===== config.mk =====
export PLATFORM = sky130hd
export DESIGN_NAME = pc_sequencer
export DESIGN_NICKNAME = d
export VERILOG_FILES = /design/src/rtl/pc_pkg.sv /design/src/rtl/pc_sequencer_return_stack.sv /design/src/rtl/pc_sequencer.sv
export SDC_FILE = /design/constraint.sdc
export NUM_CORES = 1
export LEC_CHECK = 0
export ABC_AREA = 1
export ABC_CLOCK_PERIOD_IN_PS = 2060
export CORE_UTILIZATION = 40
export DETAILED_ROUTE_END_ITERATION = 7
export GPL_TIMING_DRIVEN = 0
export MAX_ROUTING_LAYER = met4
export PLACE_DENSITY = 0.75
export SLEW_MARGIN = 15
export SYNTH_ARGS = -nofsm -noshare
export SYNTH_HDL_FRONTEND = slang
export SYNTH_SLANG_ARGS = --single-unit

===== constraint.sdc =====
create_clock -name clk -period 2.06 [get_ports clk]
set_clock_uncertainty 0.05 [all_clocks]
set_input_delay 0.309 -clock clk [delete_from_list [all_inputs] [get_ports clk]]
set_output_delay 0.309 -clock clk [all_outputs]
set_load 0.05 [all_outputs]

===== src/rtl/pc_pkg.sv =====
// Shared types and helpers for the picoMIPS program-counter sequencer.
`ifndef PROGRAM_CODE_SIZE
`define PROGRAM_CODE_SIZE 8
`endif

package pc_pkg;

    // Operation codes driven by the decoder; 6 and 7 are reserved (behave as hold).
    typedef enum logic [2:0] {
        OP_HOLD   = 3'd0,
        OP_INC    = 3'd1,
        OP_BRANCH = 3'd2,
        OP_JUMP   = 3'd3,
        OP_CALL   = 3'd4,
        OP_RET    = 3'd5
    } pc_op_t;

    // Working width of the sign-extension helper; callers truncate to PC width.
    localparam int EXT_W = 32;

    // Sign-extends the low src_w bits of value to EXT_W bits.
    function automatic logic [EXT_W-1:0] sign_extend(input logic [EXT_W-1:0] value,
                                                     input int src_w);
        logic [EXT_W-1:0] result;
        logic             sign_bit;
        sign_bit = 1'b0;
        for (int i = 0; i < EXT_W; i++) begin
            if (i == src_w - 1) begin
                sign_bit = value[i];
            end else begin
                sign_bit = sign_bit;
            end
        end
        for (int i = 0; i < EXT_W; i++) begin
            if (i < src_w) begin
                result[i] = value[i];
            end else begin
                result[i] = sign_bit;
            end
        end
        return result;
    endfunction

endpackage


===== src/rtl/pc_sequencer_return_stack.sv =====
// LIFO return-address stack; the caller guarantees push and pop are exclusive.
module return_stack #(
    parameter int WIDTH = 8,
    parameter int DEPTH = 4
) (
    input  logic             clk,
    input  logic             reset,
    input  logic             push,
    input  logic             pop,
    input  logic [WIDTH-1:0] push_data,
    output logic [WIDTH-1:0] top_data,
    output logic             empty,
    output logic             full
);

    localparam int PTR_W = $clog2(DEPTH + 1);
    localparam int IDX_W = (DEPTH > 1) ? $clog2(DEPTH) : 1;

    logic [WIDTH-1:0] mem_r [DEPTH];
    logic [PTR_W-1:0] ptr_r;
    logic [IDX_W-1:0] wr_idx_s;
    logic [IDX_W-1:0] top_idx_s;
    logic             do_push_s;
    logic             do_pop_s;

    // Pointer counts live entries; the top entry sits one slot below it.
    assign wr_idx_s  = IDX_W'(ptr_r);
    assign top_idx_s = IDX_W'(ptr_r - PTR_W'(1));
    assign empty     = (ptr_r == {PTR_W{1'b0}});
    assign full      = (ptr_r == PTR_W'(DEPTH));
    assign do_push_s = push & ~full;
    assign do_pop_s  = pop & ~empty;
    assign top_data  = mem_r[top_idx_s];

    // Stack pointer: cleared on reset, moves by one on a legal push or pop.
    always_ff @(posedge clk) begin
        if (reset) begin
            ptr_r <= {PTR_W{1'b0}};
        end else if (do_push_s) begin
            ptr_r <= ptr_r + PTR_W'(1);
        end else if (do_pop_s) begin
            ptr_r <= ptr_r - PTR_W'(1);
        end else begin
            ptr_r <= ptr_r;
        end
    end

    // Entry storage; contents are don't-care after reset so no reset is applied.
    always_ff @(posedge clk) begin
        if (do_push_s) begin
            mem_r[wr_idx_s] <= push_data;
        end
    end

endmodule


===== src/rtl/pc_sequencer.sv =====
// picoMIPS fetch-stage program counter: increment, branch, jump, call/return, stall.
module pc_sequencer
    import pc_pkg::*;
#(
    parameter int                PC_W         = `PROGRAM_CODE_SIZE,
    parameter int                OFFSET_W     = 8,
    parameter int                STACK_DEPTH  = 4,
    parameter logic [PC_W-1:0]   RESET_VECTOR = '0
) (
    input  logic                clk,
    input  logic                reset,
    input  logic                stall,
    input  logic [2:0]          pc_op,
    input  logic                branch_taken,
    input  logic [OFFSET_W-1:0] offset,
    input  logic [PC_W-1:0]     target,
    output logic [PC_W-1:0]     pc_out,
    output logic                stack_empty,
    output logic                stack_full,
    output logic                stack_err
);

    pc_op_t          op_s;
    logic [PC_W-1:0] pc_r;
    logic [PC_W-1:0] pc_next_s;
    logic [PC_W-1:0] pc_plus1_s;
    logic [PC_W-1:0] offset_ext_s;
    logic [PC_W-1:0] top_data_s;
    logic            err_r;
    logic            err_set_s;
    logic            push_s;
    logic            pop_s;
    logic            empty_s;
    logic            full_s;

    assign op_s         = pc_op_t'(pc_op);
    assign pc_plus1_s   = pc_r + PC_W'(1);
    assign offset_ext_s = PC_W'(sign_extend(EXT_W'(offset), OFFSET_W));

    return_stack #(
        .WIDTH (PC_W),
        .DEPTH (STACK_DEPTH)
    ) u_return_stack (
        .clk       (clk),
        .reset     (reset),
        .push      (push_s),
        .pop       (pop_s),
        .push_data (pc_plus1_s),
        .top_data  (top_data_s),
        .empty     (empty_s),
        .full      (full_s)
    );

    // Next-PC selection; stall suppresses every state change including stack traffic.
    always_comb begin
        pc_next_s = pc_r;
        push_s    = 1'b0;
        pop_s     = 1'b0;
        err_set_s = 1'b0;
        if (stall) begin
            pc_next_s = pc_r;
        end else begin
            case (op_s)
                OP_HOLD:   pc_next_s = pc_r;
                OP_INC:    pc_next_s = pc_plus1_s;
                OP_BRANCH: begin
                    if (branch_taken) begin
                        pc_next_s = pc_r + offset_ext_s;
                    end else begin
                        pc_next_s = pc_plus1_s;
                    end
                end
                OP_JUMP:   pc_next_s = target;
                OP_CALL: begin
                    if (full_s) begin
                        // Overflowing call degrades to a plain increment.
                        pc_next_s = pc_plus1_s;
                        err_set_s = 1'b1;
                    end else begin
                        pc_next_s = target;
                        push_s    = 1'b1;
                    end
                end
                OP_RET: begin
                    if (empty_s) begin
                        pc_next_s = pc_r;
                        err_set_s = 1'b1;
                    end else begin
                        pc_next_s = top_data_s;
                        pop_s     = 1'b1;
                    end
                end
                default:   pc_next_s = pc_r;
            endcase
        end
    end

    // PC and sticky error registers.
    always_ff @(posedge clk) begin
        if (reset) begin
            pc_r  <= RESET_VECTOR;
            err_r <= 1'b0;
        end else begin
            pc_r  <= pc_next_s;
            err_r <= err_r | err_set_s;
        end
    end

    assign pc_out      = pc_r;
    assign stack_err   = err_r;
    assign stack_empty = empty_s;
    assign stack_full  = full_s;

endmodule

* Yosys cells after proc, flatten, opt, wreduce, memory -nomap -nowiden *
Memory sizes are Yosys's and may differ from the RTL's.
Index checks and enable logic that the tools add are counted.

word-level totals
  memory bits (writable) = 32
  register bits after elaboration = 12
  memories = 1
  output and inout port bits = 11

memories
  name                  depth  width  rd ports  clocked after Yosys merged registers in  wr ports  RTL line                         RTL
  u_return_stack.mem_r  4      8      1         0                                        1         pc_sequencer_return_stack.sv:19  logic [WIDTH-1:0] mem_r [DEPTH];

operators by class
  equality and inequality tests = 7
  muxes and demuxes = 18
  bitwise gates (word level) = 6
  reduce and logical (&&, ||, !) cells = 4
  $add $sub $neg = 4

operators with widths
  cell                                               count
  case mux 8 bit (5 select lines)                    1
  two-way mux 8 bit                                  3
  two-way mux 1 bit                                  11
  == test 3 bit (second input constant)              3
  adder 8 x 1 -> 8 bit (second input constant)       1
  adder 8 bit                                        1
  == test 3 x 2 -> 1 bit (second input constant)     2
  two-way mux 3 bit                                  2
  nonzero test 5 bit                                 1
  adder 3 x 1 -> 3 bit (second input constant)       1
  == test 3 x 1 -> 1 bit (second input constant)     1
  zero test 3 bit                                    1
  inverter 1 bit                                     3
  AND reduction 3 bit                                1
  subtractor 3 x 1 -> 3 bit (second input constant)  1
  bitwise AND 1 bit                                  2
  != test 2 bit (second input constant)              1
  case mux 1 bit (2 select lines)                    1
  nonzero test 2 bit                                 1
  bitwise OR 1 bit                                   1

* Longest topological paths before layout *
  depth in word-level cells = 7
  mapped depth = 12

* Modules after synthesis *
A second synthesis with hierarchy kept.

second synthesis, totals
  cell total of the unflattened synthesis = 324
  area total of the unflattened synthesis = 2660.1 um2

by module, submodules not included
  module        cells each  instances  area each (um2)
  return_stack  122         1          1491.4
  pc_sequencer  202         1          1168.6

* Least setup slack after synthesis *
No wires, ideal clock.

  kind = register to register
  start = register u_return_stack.ptr_r[0]
  end = memory u_return_stack.mem_r[1][0] (enable)
  setup time = 371 ps
  arrival time = 2058 ps
  stages on the path, launching flop included = 9
  path slack = -419 ps
  path through = dfxtp_1 buf_2 inv_2 buf_4 ha_1 ha_1 inv_1 nand3_2 nor2_1

between the ends
  cells in the longest elaborated chain, start to end = 7
  elaborated cells on any way between the ends = 8
  those cells by class = eq/ne (1); mux (5); bitwise (2)

ends and longest elaborated chain
  what                                         RTL line                         RTL
  from (decl)                                  pc_sequencer_return_stack.sv:20  logic [PTR_W-1:0] ptr_r;
  from (signal assigned)                       pc_sequencer_return_stack.sv:38  ptr_r <= {PTR_W{1'b0}};
  from (signal assigned)                       pc_sequencer_return_stack.sv:40  ptr_r <= ptr_r + PTR_W'(1);
  from (signal assigned)                       pc_sequencer_return_stack.sv:42  ptr_r <= ptr_r - PTR_W'(1);
  == test 3 bit (*)                            pc_sequencer_return_stack.sv:30  assign full = (ptr_r == PTR_W'(DEPTH));
  named net stack_full                         pc_sequencer.sv:19               output logic stack_full,
  two-way mux 1 bit                            pc_sequencer.sv:75               if (full_s) begin
  two-way mux 1 bit                            pc_sequencer.sv:63               case (op_s)
  two-way mux 1 bit                            pc_sequencer.sv:60               if (stall) begin
  bitwise AND 1 bit (*)                        pc_sequencer_return_stack.sv:31  assign do_push_s = push & ~full;
  two-way mux 1 bit (*)                        pc_sequencer_return_stack.sv:50  if (do_push_s) begin
  two-way mux 1 bit (implied by the code) (*)  pc_sequencer_return_stack.sv:51  mem_r[wr_idx_s] <= push_data;
  to (decl)                                    pc_sequencer_return_stack.sv:19

The timed path passes the listed nets; every way through them passes the cells marked *.

* Final worst setup path *
  start = register pc_r[3] (netlist: pc_out[3])
  end = output pc_out[3]

RTL lines
  what                    RTL line             RTL
  from (decl)             pc_sequencer.sv:24   logic [PC_W-1:0] pc_r;
  from (signal assigned)  pc_sequencer.sv:104  pc_r <= pc_next_s;
  to (decl)               pc_sequencer.sv:17   output logic [PC_W-1:0] pc_out,

No word-level cell between the ends.

==> results.toml <==
[detailed_routing]
viasPerCell = 4.98
drc_errors = 0
route.vias.total = 2258
firstDrtPassIters = 4
routed_wl_um = 5940
drt-initial-drc-count = 126
drtAntennaViolNets = 0
routedWlPerCell_um = 13.1

[worst_setup_path]
cp_slowest_stage_delay_ps = 850
timing.rr.start = "u_return_stack.ptr_r[0]"
crit_slowest_cell = "clkdlybuf4s50_1"
cp_num_buf_inv = 1
r2r_slack_ps = 140
rr_endpoint = "pc_out[7]"
rr_worst_depth = 10
path_cells = "clkdlybuf4s50_1"
crit_path_end_kind = "output port"
critPathLaunchType = "register"
worst-endpoint-required_ps = 1700
worst_ep_arrival_time_ps = 1630
path_class = "register to output port"
path_delay_family = "buffers and inverters"
cp_max_fo = 6

[clock_network]
cts.sinks = 44
cts_buffers = 5
cts_tree = "done"
h-tree-depth = 2
insertion_delay_ps = 300
root_buffer = "clkbuf_8"
clockBufferDepth = 2
clk_pin_slew_ps = 80
post_cts_buffers = 0

[die]
fp.dieH_um = 83.6
die_area_um2 = 6990
pin_count = 34
die_w_um = 83.6
design.core.area_um2 = 6390
start_util = 0.417
row_count = 29

[outcome]
status = "complete, no violations"

[power_and_ir_drop]
power_density_nw_per_um2 = 603
total_power_w = 0.00197
p_leak_nw = 1.45
irDropWorstVdd_mv = 0.321

[layout]
layout.cells.non_filler = 453
diodes = 0
final_common_cell = "nand2_1"
final_cell_mix = "nand2_1 (107), nand3_1 (48), inv_1 (39)"
post-route-cell-area_um2 = 3260
syn_to_final_growth_pct = 22.4
drive_gt1_frac = 0.114
nNetsFinal = 413

[run]
drv_cap = 0

[sta]
final_hold_viol_count = 0
fmax_ghz = 0.503
timing.slew.headroom = 0.653
setup_viol = 0
setup_ws_ps = 71.9
fin_crit_ps = 1990
slew_viol_final = 0
tightest_slew_ps = 519
post-route-period-util = 0.965
hold_slack_ps = 433

[place]
portBuffers = 33
dp_hpwl_um = 4470
preCtsSetupSlack_ps = -435
placed_area_um2 = 3140
placed_cells = 446
place.gp.congestion = 0.838

[synth]
synth_area_per_cell_um2 = 7.93
syn_area_um2 = 2660
yosysUniqueCellTypes = 29
netlist_instances = 336
synth_top_area_share = 0.361
synth_seq_area_share = 0.451
synth_area_leader_cell = "edfxtp_1"
ys_ff_latch = 44
ys_warn_count = 0
ys_top_cells_by_area = "edfxtp_1 (36%), nand2_1 (15%), dfxtp_1 (9.0%)"
synth_nets = 374

[min_path]
hold_end = "stack_err"
hold_class = "register to register"
worstHoldPathCells = 2
hp-start = "stack_err"

[global_route]
grt_usage = 0.188
grt_max_degree = 19
grt_pass1_wl_um = 9970
grt_pass1_vias = 2125
antenna_found_initial = 0
gr-total-overflow = 0
[synthesized netlist by cell type]
cell type  number
a21o_1          1
a21oi_1         9
a21oi_2         3
buf_2           2
buf_4           1
buf_6           1
clkbuf_1        1
dfxtp_1        12
edfxtp_1       32
fa_1            1
ha_1           14
inv_1          40
inv_2           6
inv_4           1
nand2_1       107
nand2_4         1
nand3_1        48
nand3_2         3
nand3_4         1
nand4_1         6
nor2_1         23
nor2_2          1
nor3_2          1
o21ai_0         3
o21ai_1         9
o21ai_2         2
or2_2           1
xnor2_1         1
xor2_1          5
[metrics by stage]
step / TNS, ps / utilization
3_3_place_gp: -5250 / 0.492
6_report: 0 / 0.511
3_5_place_dp: -5990 / 0.492
2_1_floorplan: 0 / -
4_1_cts: 0 / 0.509
5_1_grt: -8.63 / 0.511
[registers in the layout (all words and copies together) (netlist names)]
| signal | cells |
|---|---|
| pc_out | 8 |
| stack_err | 1 |
| u_return_stack.mem_r | 32 |
| u_return_stack.ptr_r | 3 |
[kinds of logic after synthesis]
family / after synthesis / synth area share
AOI/OAI and AO/OA: 27 / 0.0587
xor gates and xnor gates: 6 / 0.0197
adders and majority gates: 15 / 0.0733
buffers and inverters: 52 / 0.0794
DFF: 44 / 0.451
and+or+nand+nor: 192 / 0.318
[worst max-delay path by stage]
| stage | start | end | slack, ps | cells after the start |
|---|---|---|---|---|
| 2_1_floorplan | pc_out[0] | pc_out[1] | 30 | 10 |
| 3_3_place_gp | u_return_stack.ptr_r[0] | stack_empty | -410 | 6 |
| 3_5_place_dp | u_return_stack.ptr_r[0] | stack_empty | -430 | 6 |
| 4_1_cts | pc_out[2] | pc_out[2] | 20 | 1 |
| 5_1_grt | offset[0] | pc_out[6] | -9 | 12 |
| 6_report | pc_out[3] | pc_out[3] | 70 | 1 |
[per-layer routing]
metal,part of all wire,global-route usage,up-vias
li1,-,-,1170
met1,0.44,0.221,1027
met2,0.51,0.319,52
met3,0.037,0.0386,9
met4,0.019,0.0709,0
met5,0,-,-
[worst min-delay path: stages (launching register included)]
cell and delay (ps):
dfxtp_1 330, a21oi_1 40, nor2_1 80
[layout make-up]
cell class / instances / area [µm²]
Fill cell: 597 / 3130
Multi-Input combinational cell: 240 / 1320
Sequential cell: 44 / 1200
Timing Repair Buffer: 33 / 334
Inverter: 47 / 184
Tap cell: 77 / 96.3
Clock buffer: 6 / 72.6
Buffer: 4 / 32.5
Clock inverter: 2 / 16.3
[power by group]
group	leakage, nW	internal, W	switching, W
registers	0.389	0.000976	0.0000263
logic	1.02	0.000163	0.000261
clock network	0.0414	0.000241	0.000299
total	1.45	0.00138	0.000587
[repair_timing]
| item | CTS | global route |
|---|---|---|
| resized for setup | 19 | 6 |
| setup endpoints to repair | 43 | 26 |
| pin swaps | 2 | 0 |
| hold buffers | 0 | 0 |
| cloned | 0 | 0 |
| endpoints found under the hold margin | 0 | 0 |
(Power assumes the default switching activity.)
